==> config.mk <==
export PLATFORM = sky130hd
export DESIGN_NAME = hpdcache_wbuf_mem_bridge_flat
export DESIGN_NICKNAME = d
export VERILOG_FILES = /design/src/rtl/hpdcache_wbuf_mem_bridge_pkg.sv /design/src/rtl/hpdcache_wbuf_mem_bridge_if.sv /design/src/rtl/hpdcache_wbuf_mem_beat_slicer.sv /design/src/rtl/hpdcache_wbuf_mem_bridge.sv /design/src/flat_wrapper.sv
export SDC_FILE = /design/constraint.sdc
export NUM_CORES = 1
export LEC_CHECK = 0
export ABC_AREA = 1
export CELL_PAD_IN_SITES_DETAIL_PLACEMENT = 1
export CELL_PAD_IN_SITES_GLOBAL_PLACEMENT = 1
export CORE_AREA = 2 2 163 165
export CTS_CLUSTER_DIAMETER = 60
export DETAILED_ROUTE_END_ITERATION = 8
export DIE_AREA = 0 0 165 167
export PLACE_DENSITY = 0.71
export SKIP_CTS_REPAIR_TIMING = 1
export SKIP_LAST_GASP = 1
export SYNTH_ARGS = -nofsm -noshare
export SYNTH_HDL_FRONTEND = slang
export SYNTH_HIERARCHICAL = 1
export SYNTH_SLANG_ARGS = --single-unit
==> constraint.sdc <==
create_clock -name clk_i -period 6.2 [get_ports clk_i]
set_input_delay 0.62 -clock clk_i [delete_from_list [all_inputs] [get_ports clk_i]]
set_output_delay 0.62 -clock clk_i [all_outputs]
set_load 0.05 [all_outputs]
==> src/rtl/hpdcache_wbuf_mem_bridge_pkg.sv <==
// Shared types and elaboration-time helpers for the wbuf-to-memory write bridge:
// burst shape (len/size) and the width ratio between the two data paths.
package hpdcache_pkg;

  localparam int unsigned MemLenWidth  = 8;
  localparam int unsigned MemSizeWidth = 3;

  typedef enum logic {
    BRIDGE_UPSIZE,
    BRIDGE_DOWNSIZE
  } bridge_mode_e;

  function automatic bridge_mode_e bridge_mode(input int unsigned wbuf_bits, input int unsigned mem_bits);
    return (mem_bits >= wbuf_bits) ? BRIDGE_UPSIZE : BRIDGE_DOWNSIZE;
  endfunction

  function automatic logic [MemSizeWidth-1:0] mem_size_enc(input int unsigned beat_bits);
    return MemSizeWidth'($clog2(beat_bits / 8));
  endfunction

  function automatic int unsigned beat_ratio(input int unsigned wide_bits, input int unsigned narrow_bits);
    return wide_bits / narrow_bits;
  endfunction

  // Upsizing always sends a single beat, downsizing splits one buffer into wbuf/mem beats.
  function automatic logic [MemLenWidth-1:0] burst_len(input int unsigned wbuf_bits, input int unsigned mem_bits);
    return (mem_bits >= wbuf_bits) ? '0 : MemLenWidth'(wbuf_bits / mem_bits - 1);
  endfunction

endpackage

==> src/rtl/hpdcache_wbuf_mem_bridge_if.sv <==
// Bundle of the wbuf send/ack channels, the memory write channels and bridge status.
// The slave modport is the bridge's view; master is the surrounding wbuf + memory.
interface hpdcache_wbuf_mem_bridge_if #(
  parameter int unsigned WbufDataWidth = 128,
  parameter int unsigned MemDataWidth  = 64,
  parameter int unsigned AddrWidth     = 49,
  parameter int unsigned WbufIdWidth   = 3,
  parameter int unsigned MemIdWidth    = 8
);

  logic                       send_meta_valid;
  logic                       send_meta_ready;
  logic [AddrWidth-1:0]       send_addr;
  logic [WbufIdWidth-1:0]     send_id;
  logic                       send_uc;
  logic                       send_data_valid;
  logic                       send_data_ready;
  logic [AddrWidth-1:0]       send_data_tag;
  logic [WbufDataWidth-1:0]   send_data;
  logic [WbufDataWidth/8-1:0] send_be;
  logic                       ack;
  logic [WbufIdWidth-1:0]     ack_id;
  logic                       ack_error;

  logic                       mem_req_valid;
  logic                       mem_req_ready;
  logic [AddrWidth-1:0]       mem_req_addr;
  logic [7:0]                 mem_req_len;
  logic [2:0]                 mem_req_size;
  logic [MemIdWidth-1:0]      mem_req_id;
  logic                       mem_req_cacheable;
  logic                       mem_w_valid;
  logic                       mem_w_ready;
  logic [MemDataWidth-1:0]    mem_w_data;
  logic [MemDataWidth/8-1:0]  mem_w_be;
  logic                       mem_w_last;
  logic                       mem_resp_valid;
  logic [MemIdWidth-1:0]      mem_resp_id;
  logic                       mem_resp_error;

  logic [WbufIdWidth:0]       outstanding;
  logic                       idle;
  logic                       spurious;

  modport slave (
    input  send_meta_valid, send_addr, send_id, send_uc,
    input  send_data_valid, send_data_tag, send_data, send_be,
    input  mem_req_ready, mem_w_ready, mem_resp_valid, mem_resp_id, mem_resp_error,
    output send_meta_ready, send_data_ready, ack, ack_id, ack_error,
    output mem_req_valid, mem_req_addr, mem_req_len, mem_req_size, mem_req_id, mem_req_cacheable,
    output mem_w_valid, mem_w_data, mem_w_be, mem_w_last,
    output outstanding, idle, spurious
  );

  modport master (
    output send_meta_valid, send_addr, send_id, send_uc,
    output send_data_valid, send_data_tag, send_data, send_be,
    output mem_req_ready, mem_w_ready, mem_resp_valid, mem_resp_id, mem_resp_error,
    input  send_meta_ready, send_data_ready, ack, ack_id, ack_error,
    input  mem_req_valid, mem_req_addr, mem_req_len, mem_req_size, mem_req_id, mem_req_cacheable,
    input  mem_w_valid, mem_w_data, mem_w_be, mem_w_last,
    input  outstanding, idle, spurious
  );

endinterface

==> src/rtl/hpdcache_wbuf_mem_beat_slicer.sv <==
// Downsizing data path: walks one wbuf buffer out as wbuf/mem narrow beats,
// selecting the data and byte-enable slice for the current beat.
module hpdcache_wbuf_mem_beat_slicer
  import hpdcache_pkg::*;
#(
  parameter int unsigned WbufDataWidth = 128,
  parameter int unsigned MemDataWidth  = 32
) (
  input  logic                       clk,
  input  logic                       rst,
  input  logic                       data_valid,
  input  logic [WbufDataWidth-1:0]   data,
  input  logic [WbufDataWidth/8-1:0] be,
  input  logic                       w_ready,
  output logic                       w_valid,
  output logic [MemDataWidth-1:0]    w_data,
  output logic [MemDataWidth/8-1:0]  w_be,
  output logic                       w_last,
  output logic                       data_ready,
  output logic                       beat_idle
);

  localparam int unsigned MemBeWidth = MemDataWidth / 8;
  localparam int unsigned Ratio      = beat_ratio(WbufDataWidth, MemDataWidth);
  localparam int unsigned CntWidth   = $clog2(Ratio);
  localparam logic [CntWidth-1:0] LastBeat = CntWidth'(Ratio - 1);

  logic [CntWidth-1:0] beat_q;
  logic                fire;

  // The wbuf holds the buffer stable until data_ready, so slices are muxed straight from it.
  assign w_valid    = ~rst & data_valid;
  assign fire       = w_valid & w_ready;
  assign w_last     = (beat_q == LastBeat);
  assign w_data     = data[beat_q*MemDataWidth +: MemDataWidth];
  assign w_be       = be[beat_q*MemBeWidth +: MemBeWidth];
  assign data_ready = ~rst & w_ready & w_last;
  assign beat_idle  = (beat_q == '0);

  always_ff @(posedge clk) begin
    if (rst) begin
      beat_q <= '0;
    end else if (fire) begin
      beat_q <= w_last ? '0 : beat_q + 1'b1;
    end
  end

endmodule

==> src/rtl/hpdcache_wbuf_mem_bridge.sv <==
// Write-buffer to memory write-channel bridge: per-ID outstanding tracking,
// issue throttling, width adaptation (up/downsizing) and spurious response detection.
module hpdcache_wbuf_mem_bridge
  import hpdcache_pkg::*;
#(
  parameter int unsigned WbufDataWidth = 128,
  parameter int unsigned MemDataWidth  = 64,
  parameter int unsigned AddrWidth     = 49,
  parameter int unsigned WbufIdWidth   = 3,
  parameter int unsigned MemIdWidth    = 8
) (
  input logic                          clk_i,
  input logic                          rst_i,
  hpdcache_wbuf_mem_bridge_if.slave    bus
);

  localparam int unsigned MaxOutstanding = 2 ** WbufIdWidth;
  localparam int unsigned CntWidth       = WbufIdWidth + 1;
  localparam int unsigned WbufBeWidth    = WbufDataWidth / 8;
  localparam int unsigned MemBeWidth     = MemDataWidth / 8;
  localparam int unsigned BeatBits       = (MemDataWidth >= WbufDataWidth) ? WbufDataWidth : MemDataWidth;
  localparam bridge_mode_e Mode          = bridge_mode(WbufDataWidth, MemDataWidth);
  localparam logic [MemLenWidth-1:0]  ReqLen  = burst_len(WbufDataWidth, MemDataWidth);
  localparam logic [MemSizeWidth-1:0] ReqSize = mem_size_enc(BeatBits);

  if (MemIdWidth < WbufIdWidth) begin : g_bad_id_width
    $error("hpdcache_wbuf_mem_bridge: MemIdWidth must be >= WbufIdWidth");
  end

  logic [MaxOutstanding-1:0] pend_q, pend_d, set_mask, clr_mask;
  logic [CntWidth-1:0]       outstanding_q, outstanding_d;
  logic                      spurious_q;
  logic                      full, meta_ok, req_fire, resp_hit, beat_idle;
  logic [WbufIdWidth-1:0]    resp_wbuf_id;

  // An ID may only be reissued once its previous write has been acknowledged.
  assign full    = (outstanding_q == CntWidth'(MaxOutstanding));
  assign meta_ok = ~rst_i & ~full & ~pend_q[bus.send_id];

  assign bus.mem_req_valid     = bus.send_meta_valid & meta_ok;
  assign bus.send_meta_ready   = bus.mem_req_ready & meta_ok;
  assign req_fire              = bus.mem_req_valid & bus.mem_req_ready;
  assign bus.mem_req_addr      = bus.send_addr;
  assign bus.mem_req_len       = ReqLen;
  assign bus.mem_req_size      = ReqSize;
  assign bus.mem_req_id        = MemIdWidth'(bus.send_id);
  assign bus.mem_req_cacheable = ~bus.send_uc;

  // IDs carrying non-zero upper bits can never belong to a request we issued.
  assign resp_wbuf_id  = bus.mem_resp_id[WbufIdWidth-1:0];
  assign resp_hit      = ~rst_i & bus.mem_resp_valid
                       & (bus.mem_resp_id == MemIdWidth'(resp_wbuf_id))
                       & pend_q[resp_wbuf_id];
  assign bus.ack       = resp_hit;
  assign bus.ack_id    = resp_wbuf_id;
  assign bus.ack_error = bus.mem_resp_error;

  always_comb begin
    set_mask = '0;
    clr_mask = '0;
    if (req_fire) set_mask[bus.send_id] = 1'b1;
    if (resp_hit) clr_mask[resp_wbuf_id] = 1'b1;
    pend_d = (pend_q & ~clr_mask) | set_mask;
  end

  always_comb begin
    outstanding_d = '0;
    for (int i = 0; i < MaxOutstanding; i++) begin
      outstanding_d = outstanding_d + CntWidth'(pend_d[i]);
    end
  end

  always_ff @(posedge clk_i) begin
    if (rst_i) begin
      pend_q        <= '0;
      outstanding_q <= '0;
      spurious_q    <= 1'b0;
    end else begin
      pend_q        <= pend_d;
      outstanding_q <= outstanding_d;
      if (bus.mem_resp_valid && !resp_hit) spurious_q <= 1'b1;
    end
  end

  assign bus.outstanding = outstanding_q;
  assign bus.idle        = (pend_q == '0) & beat_idle;
  assign bus.spurious    = spurious_q;

  if (Mode == BRIDGE_UPSIZE) begin : g_upsize
    localparam int unsigned Ratio     = MemDataWidth / WbufDataWidth;
    localparam int unsigned OffsetLsb = $clog2(WbufBeWidth);
    logic [MemBeWidth-1:0] be_placed;

    if (Ratio == 1) begin : g_same_width
      assign be_placed = bus.send_be;
    end else begin : g_wide
      localparam int unsigned SelWidth = $clog2(Ratio);
      logic [SelWidth-1:0] sel;
      // The address tag picks which wbuf-sized lane of the wide beat is written.
      assign sel       = bus.send_data_tag[OffsetLsb +: SelWidth];
      assign be_placed = MemBeWidth'(bus.send_be) << (sel * WbufBeWidth);
    end

    assign bus.mem_w_valid     = ~rst_i & bus.send_data_valid;
    assign bus.mem_w_data      = {Ratio{bus.send_data}};
    assign bus.mem_w_be        = be_placed;
    assign bus.mem_w_last      = 1'b1;
    assign bus.send_data_ready = ~rst_i & bus.mem_w_ready;
    assign beat_idle           = 1'b1;
  end else begin : g_downsize
    hpdcache_wbuf_mem_beat_slicer #(
      .WbufDataWidth (WbufDataWidth),
      .MemDataWidth  (MemDataWidth)
    ) u_slicer (
      .clk        (clk_i),
      .rst        (rst_i),
      .data_valid (bus.send_data_valid),
      .data       (bus.send_data),
      .be         (bus.send_be),
      .w_ready    (bus.mem_w_ready),
      .w_valid    (bus.mem_w_valid),
      .w_data     (bus.mem_w_data),
      .w_be       (bus.mem_w_be),
      .w_last     (bus.mem_w_last),
      .data_ready (bus.send_data_ready),
      .beat_idle  (beat_idle)
    );
  end

endmodule

==> src/flat_wrapper.sv <==
// flat-port wrapper written by rule: the top's interface ports become plain ports
module hpdcache_wbuf_mem_bridge_flat import hpdcache_pkg::*;
#(
  parameter int unsigned WbufDataWidth = 128,
  parameter int unsigned MemDataWidth  = 64,
  parameter int unsigned AddrWidth     = 49,
  parameter int unsigned WbufIdWidth   = 3,
  parameter int unsigned MemIdWidth    = 8
)
  (clk_i, rst_i, bus_send_meta_valid, bus_send_addr, bus_send_id, bus_send_uc, bus_send_data_valid, bus_send_data_tag, bus_send_data, bus_send_be, bus_mem_req_ready, bus_mem_w_ready, bus_mem_resp_valid, bus_mem_resp_id, bus_mem_resp_error, bus_send_meta_ready, bus_send_data_ready, bus_ack, bus_ack_id, bus_ack_error, bus_mem_req_valid, bus_mem_req_addr, bus_mem_req_len, bus_mem_req_size, bus_mem_req_id, bus_mem_req_cacheable, bus_mem_w_valid, bus_mem_w_data, bus_mem_w_be, bus_mem_w_last, bus_outstanding, bus_idle, bus_spurious);
  hpdcache_wbuf_mem_bridge_if #(.WbufDataWidth(WbufDataWidth), .MemDataWidth(MemDataWidth), .AddrWidth(AddrWidth), .WbufIdWidth(WbufIdWidth), .MemIdWidth(MemIdWidth)) bus_i ();
  input logic clk_i;
  input logic rst_i;
  input wire logic [$bits(bus_i.send_meta_valid)-1:0] bus_send_meta_valid;
  input wire logic [$bits(bus_i.send_addr)-1:0] bus_send_addr;
  input wire logic [$bits(bus_i.send_id)-1:0] bus_send_id;
  input wire logic [$bits(bus_i.send_uc)-1:0] bus_send_uc;
  input wire logic [$bits(bus_i.send_data_valid)-1:0] bus_send_data_valid;
  input wire logic [$bits(bus_i.send_data_tag)-1:0] bus_send_data_tag;
  input wire logic [$bits(bus_i.send_data)-1:0] bus_send_data;
  input wire logic [$bits(bus_i.send_be)-1:0] bus_send_be;
  input wire logic [$bits(bus_i.mem_req_ready)-1:0] bus_mem_req_ready;
  input wire logic [$bits(bus_i.mem_w_ready)-1:0] bus_mem_w_ready;
  input wire logic [$bits(bus_i.mem_resp_valid)-1:0] bus_mem_resp_valid;
  input wire logic [$bits(bus_i.mem_resp_id)-1:0] bus_mem_resp_id;
  input wire logic [$bits(bus_i.mem_resp_error)-1:0] bus_mem_resp_error;
  output wire logic [$bits(bus_i.send_meta_ready)-1:0] bus_send_meta_ready;
  output wire logic [$bits(bus_i.send_data_ready)-1:0] bus_send_data_ready;
  output wire logic [$bits(bus_i.ack)-1:0] bus_ack;
  output wire logic [$bits(bus_i.ack_id)-1:0] bus_ack_id;
  output wire logic [$bits(bus_i.ack_error)-1:0] bus_ack_error;
  output wire logic [$bits(bus_i.mem_req_valid)-1:0] bus_mem_req_valid;
  output wire logic [$bits(bus_i.mem_req_addr)-1:0] bus_mem_req_addr;
  output wire logic [$bits(bus_i.mem_req_len)-1:0] bus_mem_req_len;
  output wire logic [$bits(bus_i.mem_req_size)-1:0] bus_mem_req_size;
  output wire logic [$bits(bus_i.mem_req_id)-1:0] bus_mem_req_id;
  output wire logic [$bits(bus_i.mem_req_cacheable)-1:0] bus_mem_req_cacheable;
  output wire logic [$bits(bus_i.mem_w_valid)-1:0] bus_mem_w_valid;
  output wire logic [$bits(bus_i.mem_w_data)-1:0] bus_mem_w_data;
  output wire logic [$bits(bus_i.mem_w_be)-1:0] bus_mem_w_be;
  output wire logic [$bits(bus_i.mem_w_last)-1:0] bus_mem_w_last;
  output wire logic [$bits(bus_i.outstanding)-1:0] bus_outstanding;
  output wire logic [$bits(bus_i.idle)-1:0] bus_idle;
  output wire logic [$bits(bus_i.spurious)-1:0] bus_spurious;
  assign bus_i.send_meta_valid = bus_send_meta_valid;
  assign bus_i.send_addr = bus_send_addr;
  assign bus_i.send_id = bus_send_id;
  assign bus_i.send_uc = bus_send_uc;
  assign bus_i.send_data_valid = bus_send_data_valid;
  assign bus_i.send_data_tag = bus_send_data_tag;
  assign bus_i.send_data = bus_send_data;
  assign bus_i.send_be = bus_send_be;
  assign bus_i.mem_req_ready = bus_mem_req_ready;
  assign bus_i.mem_w_ready = bus_mem_w_ready;
  assign bus_i.mem_resp_valid = bus_mem_resp_valid;
  assign bus_i.mem_resp_id = bus_mem_resp_id;
  assign bus_i.mem_resp_error = bus_mem_resp_error;
  assign bus_send_meta_ready = bus_i.send_meta_ready;
  assign bus_send_data_ready = bus_i.send_data_ready;
  assign bus_ack = bus_i.ack;
  assign bus_ack_id = bus_i.ack_id;
  assign bus_ack_error = bus_i.ack_error;
  assign bus_mem_req_valid = bus_i.mem_req_valid;
  assign bus_mem_req_addr = bus_i.mem_req_addr;
  assign bus_mem_req_len = bus_i.mem_req_len;
  assign bus_mem_req_size = bus_i.mem_req_size;
  assign bus_mem_req_id = bus_i.mem_req_id;
  assign bus_mem_req_cacheable = bus_i.mem_req_cacheable;
  assign bus_mem_w_valid = bus_i.mem_w_valid;
  assign bus_mem_w_data = bus_i.mem_w_data;
  assign bus_mem_w_be = bus_i.mem_w_be;
  assign bus_mem_w_last = bus_i.mem_w_last;
  assign bus_outstanding = bus_i.outstanding;
  assign bus_idle = bus_i.idle;
  assign bus_spurious = bus_i.spurious;
  hpdcache_wbuf_mem_bridge #(.WbufDataWidth(WbufDataWidth), .MemDataWidth(MemDataWidth), .AddrWidth(AddrWidth), .WbufIdWidth(WbufIdWidth), .MemIdWidth(MemIdWidth)) u_core (.clk_i(clk_i), .rst_i(rst_i), .bus(bus_i));
endmodule
==> flow_metrics.env <==
export IMPL_status="finished clean"
export IMPL_globalRouteOverflowTotal=0
export IMPL_peakVddDrop_v=0.000103
export IMPL_swShare=0.477
export IMPL_clk_path_buf_depth=2
export IMPL_p_int_mw=0.390
export IMPL_gp_congestion=0.747
export IMPL_dr_pass1_iters=4
export IMPL_die_w_um=165
export IMPL_wl_per_cell_um=12.9
export IMPL_cts_buffers=3
export IMPL_path_cells="clkdlybuf4s50_1 -> clkinv_8 -> nand3_2 -> nand2_1 -> nor2_2 -> nand3_2 -> nor2_4 -> nand2_1 -> nand2_1 -> fa_1 -> fa_1 -> inv_1 -> fa_1 -> inv_1 -> ha_1 -> inv_1 -> fa_1 -> xor2_1 -> nor2_1"
export IMPL_endpoint_kind="register"
export IMPL_skew_ps=0.895
export IMPL_setup_tns_ps=0
export IMPL_use_met2=0.162
export IMPL_powerDensity_mw_per_mm2=147
export IMPL_port_buffers=253
export IMPL_drive_gt1_frac=0.0282
export IMPL_io_pins=419
export IMPL_cpPeakStageDelay_ps=860
export IMPL_die_area_mm2=0.0276
export IMPL_grt_usage=0.0870
export IMPL_grt_pass1_wl_mm=19.0
export IMPL_utilization=0.196
export IMPL_crit_type="in2reg"
export IMPL_arrival_ps=4800
export IMPL_report_final_slew_viol_count=0
export IMPL_finalNetCount=943
export IMPL_routed_wl_mm=13.0
export IMPL_htreeDepth=1
export IMPL_antenna_found_initial=0
export IMPL_min_period_over_period=0.753
export IMPL_hold_violations=0
export IMPL_vias=3492
export IMPL_clock_latency_ps=240
export IMPL_final_antenna_net_count=0
export IMPL_p_switching_mw=0.356
export IMPL_grt_pass1_vias=3614
export IMPL_fin_crit_ps=4670
export IMPL_syn_inst=491
export IMPL_crit_family="adder cells"
export IMPL_die_h_um=167
export IMPL_syn_avg_cell_area_um2=5.32
export IMPL_cts_tree="yes"
export IMPL_p_seq_frac=0.126
export IMPL_cp_start_kind="input port"
export IMPL_cp_required_ps=6330
export IMPL_synth_warnings=6
export IMPL_ctsRootBufferMaster="clkbuf_16"
export IMPL_initial_core_util=0.101
export IMPL_diodes=0
export IMPL_leakagePower_nw=2.30
export IMPL_setup_viol=0
export IMPL_power_frac_comb=0.690
export IMPL_slew_headroom=0.438
export IMPL_drt_iter0_markers=103
export IMPL_crit_fanout=10
export IMPL_grtUsageMet1=0.0946
export IMPL_busiest_layer="met2"
export IMPL_hpwl_mm=11.0
export IMPL_syn_area_mm2=0.00261
export IMPL_clkTransAtPathRegs_ps=50
export IMPL_clkSinkCount=14
export IMPL_hold_path_class="reg2reg"
export IMPL_syn2layout_area_growth_pct=93.7
export IMPL_placeableCoreArea_mm2=0.0258
export IMPL_route_detailed_drc=0
export IMPL_cpMostUsedCell="fa_1"
export IMPL_rsz0062_at_grt="no"
export IMPL_ys_types=23
export IMPL_cpMaxStageDelayCell="clkdlybuf4s50_1"
export IMPL_clockPowerShare=0.184
export IMPL_synth_seq_cells=14
export IMPL_tightest_slew_ps=842
export IMPL_max_freq_mhz=214
export IMPL_vias_per_cell=3.46
export IMPL_grt_max_degree=78
export IMPL_gr_usage_met3=0.0276
export IMPL_ys_seq_area_frac=0.107
export IMPL_rows=59
export IMPL_critPathBufInv=5
export IMPL_cap_violations=0
-- power groups by stage --
stage	Combinational [mW]	Sequential [mW]	Clock [mW]
floorplan	0.384	0.101	0
global placement	0.516	0.0957	0
detailed placement	0.520	0.0958	0
CTS	0.522	0.0940	0.141
global route	0.548	0.0941	0.145
finish	0.515	0.0940	0.137
-- metrics by stage --
stage | setup slack [ps] | instance area [µm²] | instances | total power, mW | hold WS (ps)
finish | 1530 | 5060 | 1008 | 0.746 | 492
global route | 1170 | 5060 | 1008 | 0.787 | 514
CTS | 1510 | 5060 | 1008 | 0.757 | 488
detailed placement | 1240 | 4970 | 1004 | 0.616 | 480
global placement | 1310 | 4970 | 1004 | 0.612 | 470
floorplan | 2370 | 2670 | 505 | 0.486 | 458
-- tightest hold or removal path, stage by stage, from the launching register on --
cell and delay, ps:
dfxtp_1 300, nand2_1 80, a21oi_1 60
-- layer usage --
layer	wire, µm	up-vias
li1	-	1758
met1	5070	1555
met2	6330	155
met3	1240	24
met4	334	0
met5	0	-
-- cell usage after synthesis (all sizes together) --
cell type / count / share of area
nand2: 263 / 0.38
buf: 91 / 0.25
inv: 35 / 0.050
nor2: 31 / 0.053
nand4: 15 / 0.036
dfxtp: 14 / 0.11
a21oi: 11 / 0.021
nand3: 9 / 0.021
nor3: 7 / 0.013
fa: 4 / 0.031
ha: 3 / 0.014
and2: 2 / 0.0048
conb: 2 / 0.0029
clkbuf: 1 / 0.0014
clkinv: 1 / 0.0062
nor4: 1 / 0.0024
xor2: 1 / 0.0034
-- layout by cell type, fill, tap and decap left out --
cell             instances
clkdlybuf4s50_1        253
nand3_1                  7
nand3_2                  2
nor4_1                   1
nand4_1                 15
clkinv_8                 1
fa_1                     4
dfxtp_2                  1
inv_2                    1
nor2_1                  24
nand2_1                263
buf_4                    3
clkbuf_16                3
inv_1                   34
xor2_1                   1
nor3_1                   7
ha_1                     3
clkbuf_8                 1
dfxtp_1                 13
and2_1                   2
conb_1                  16
nor2_2                   6
a21oi_1                 11
nor2_4                   1
-- logic make-up after synthesis --
group           count (synthesis)  synth area share
other cells                     2           0.00287
buf+inv                       128             0.312
compound gates                 11            0.0211
xor+xnor                        1           0.00335
simple gates                  328             0.508
fa+ha+maj                       7            0.0450
flops                          14             0.107
-- worst paths after layout --
check                                            startpoint  depth (start not counted)                                    to  slack (ps)
worst max-delay path                         bus_send_id[0]                         19  u_core/bus.outstanding[2]$_SDFF_PP0_        1530
worst min-delay path            u_core/pend_q[4]$_SDFF_PP0_                          2           u_core/pend_q[4]$_SDFF_PP0_         490
worst max register to register  u_core/pend_q[2]$_SDFF_PP0_                         19  u_core/bus.outstanding[2]$_SDFF_PP0_        2470
worst min register to register  u_core/pend_q[4]$_SDFF_PP0_                          2           u_core/pend_q[4]$_SDFF_PP0_         490
-- state kept, by name, indices dropped and copies added (netlist names) --
| register | count |
|---|---|
| u_core/g_downsize.u_slicer/w_last | 1 |
| u_core/bus.outstanding | 4 |
| u_core/bus.spurious | 1 |
| u_core/pend_q | 8 |
-- layout make-up --
type	instances	area [µm²]
inverter	36	148
clock buffer	4	88.8
multi-input combinational	363	1570
sequential	14	282
fill	3205	20700
timing repair buffer	256	2550
tap	335	419
Power figures use the tool's default switching activity.
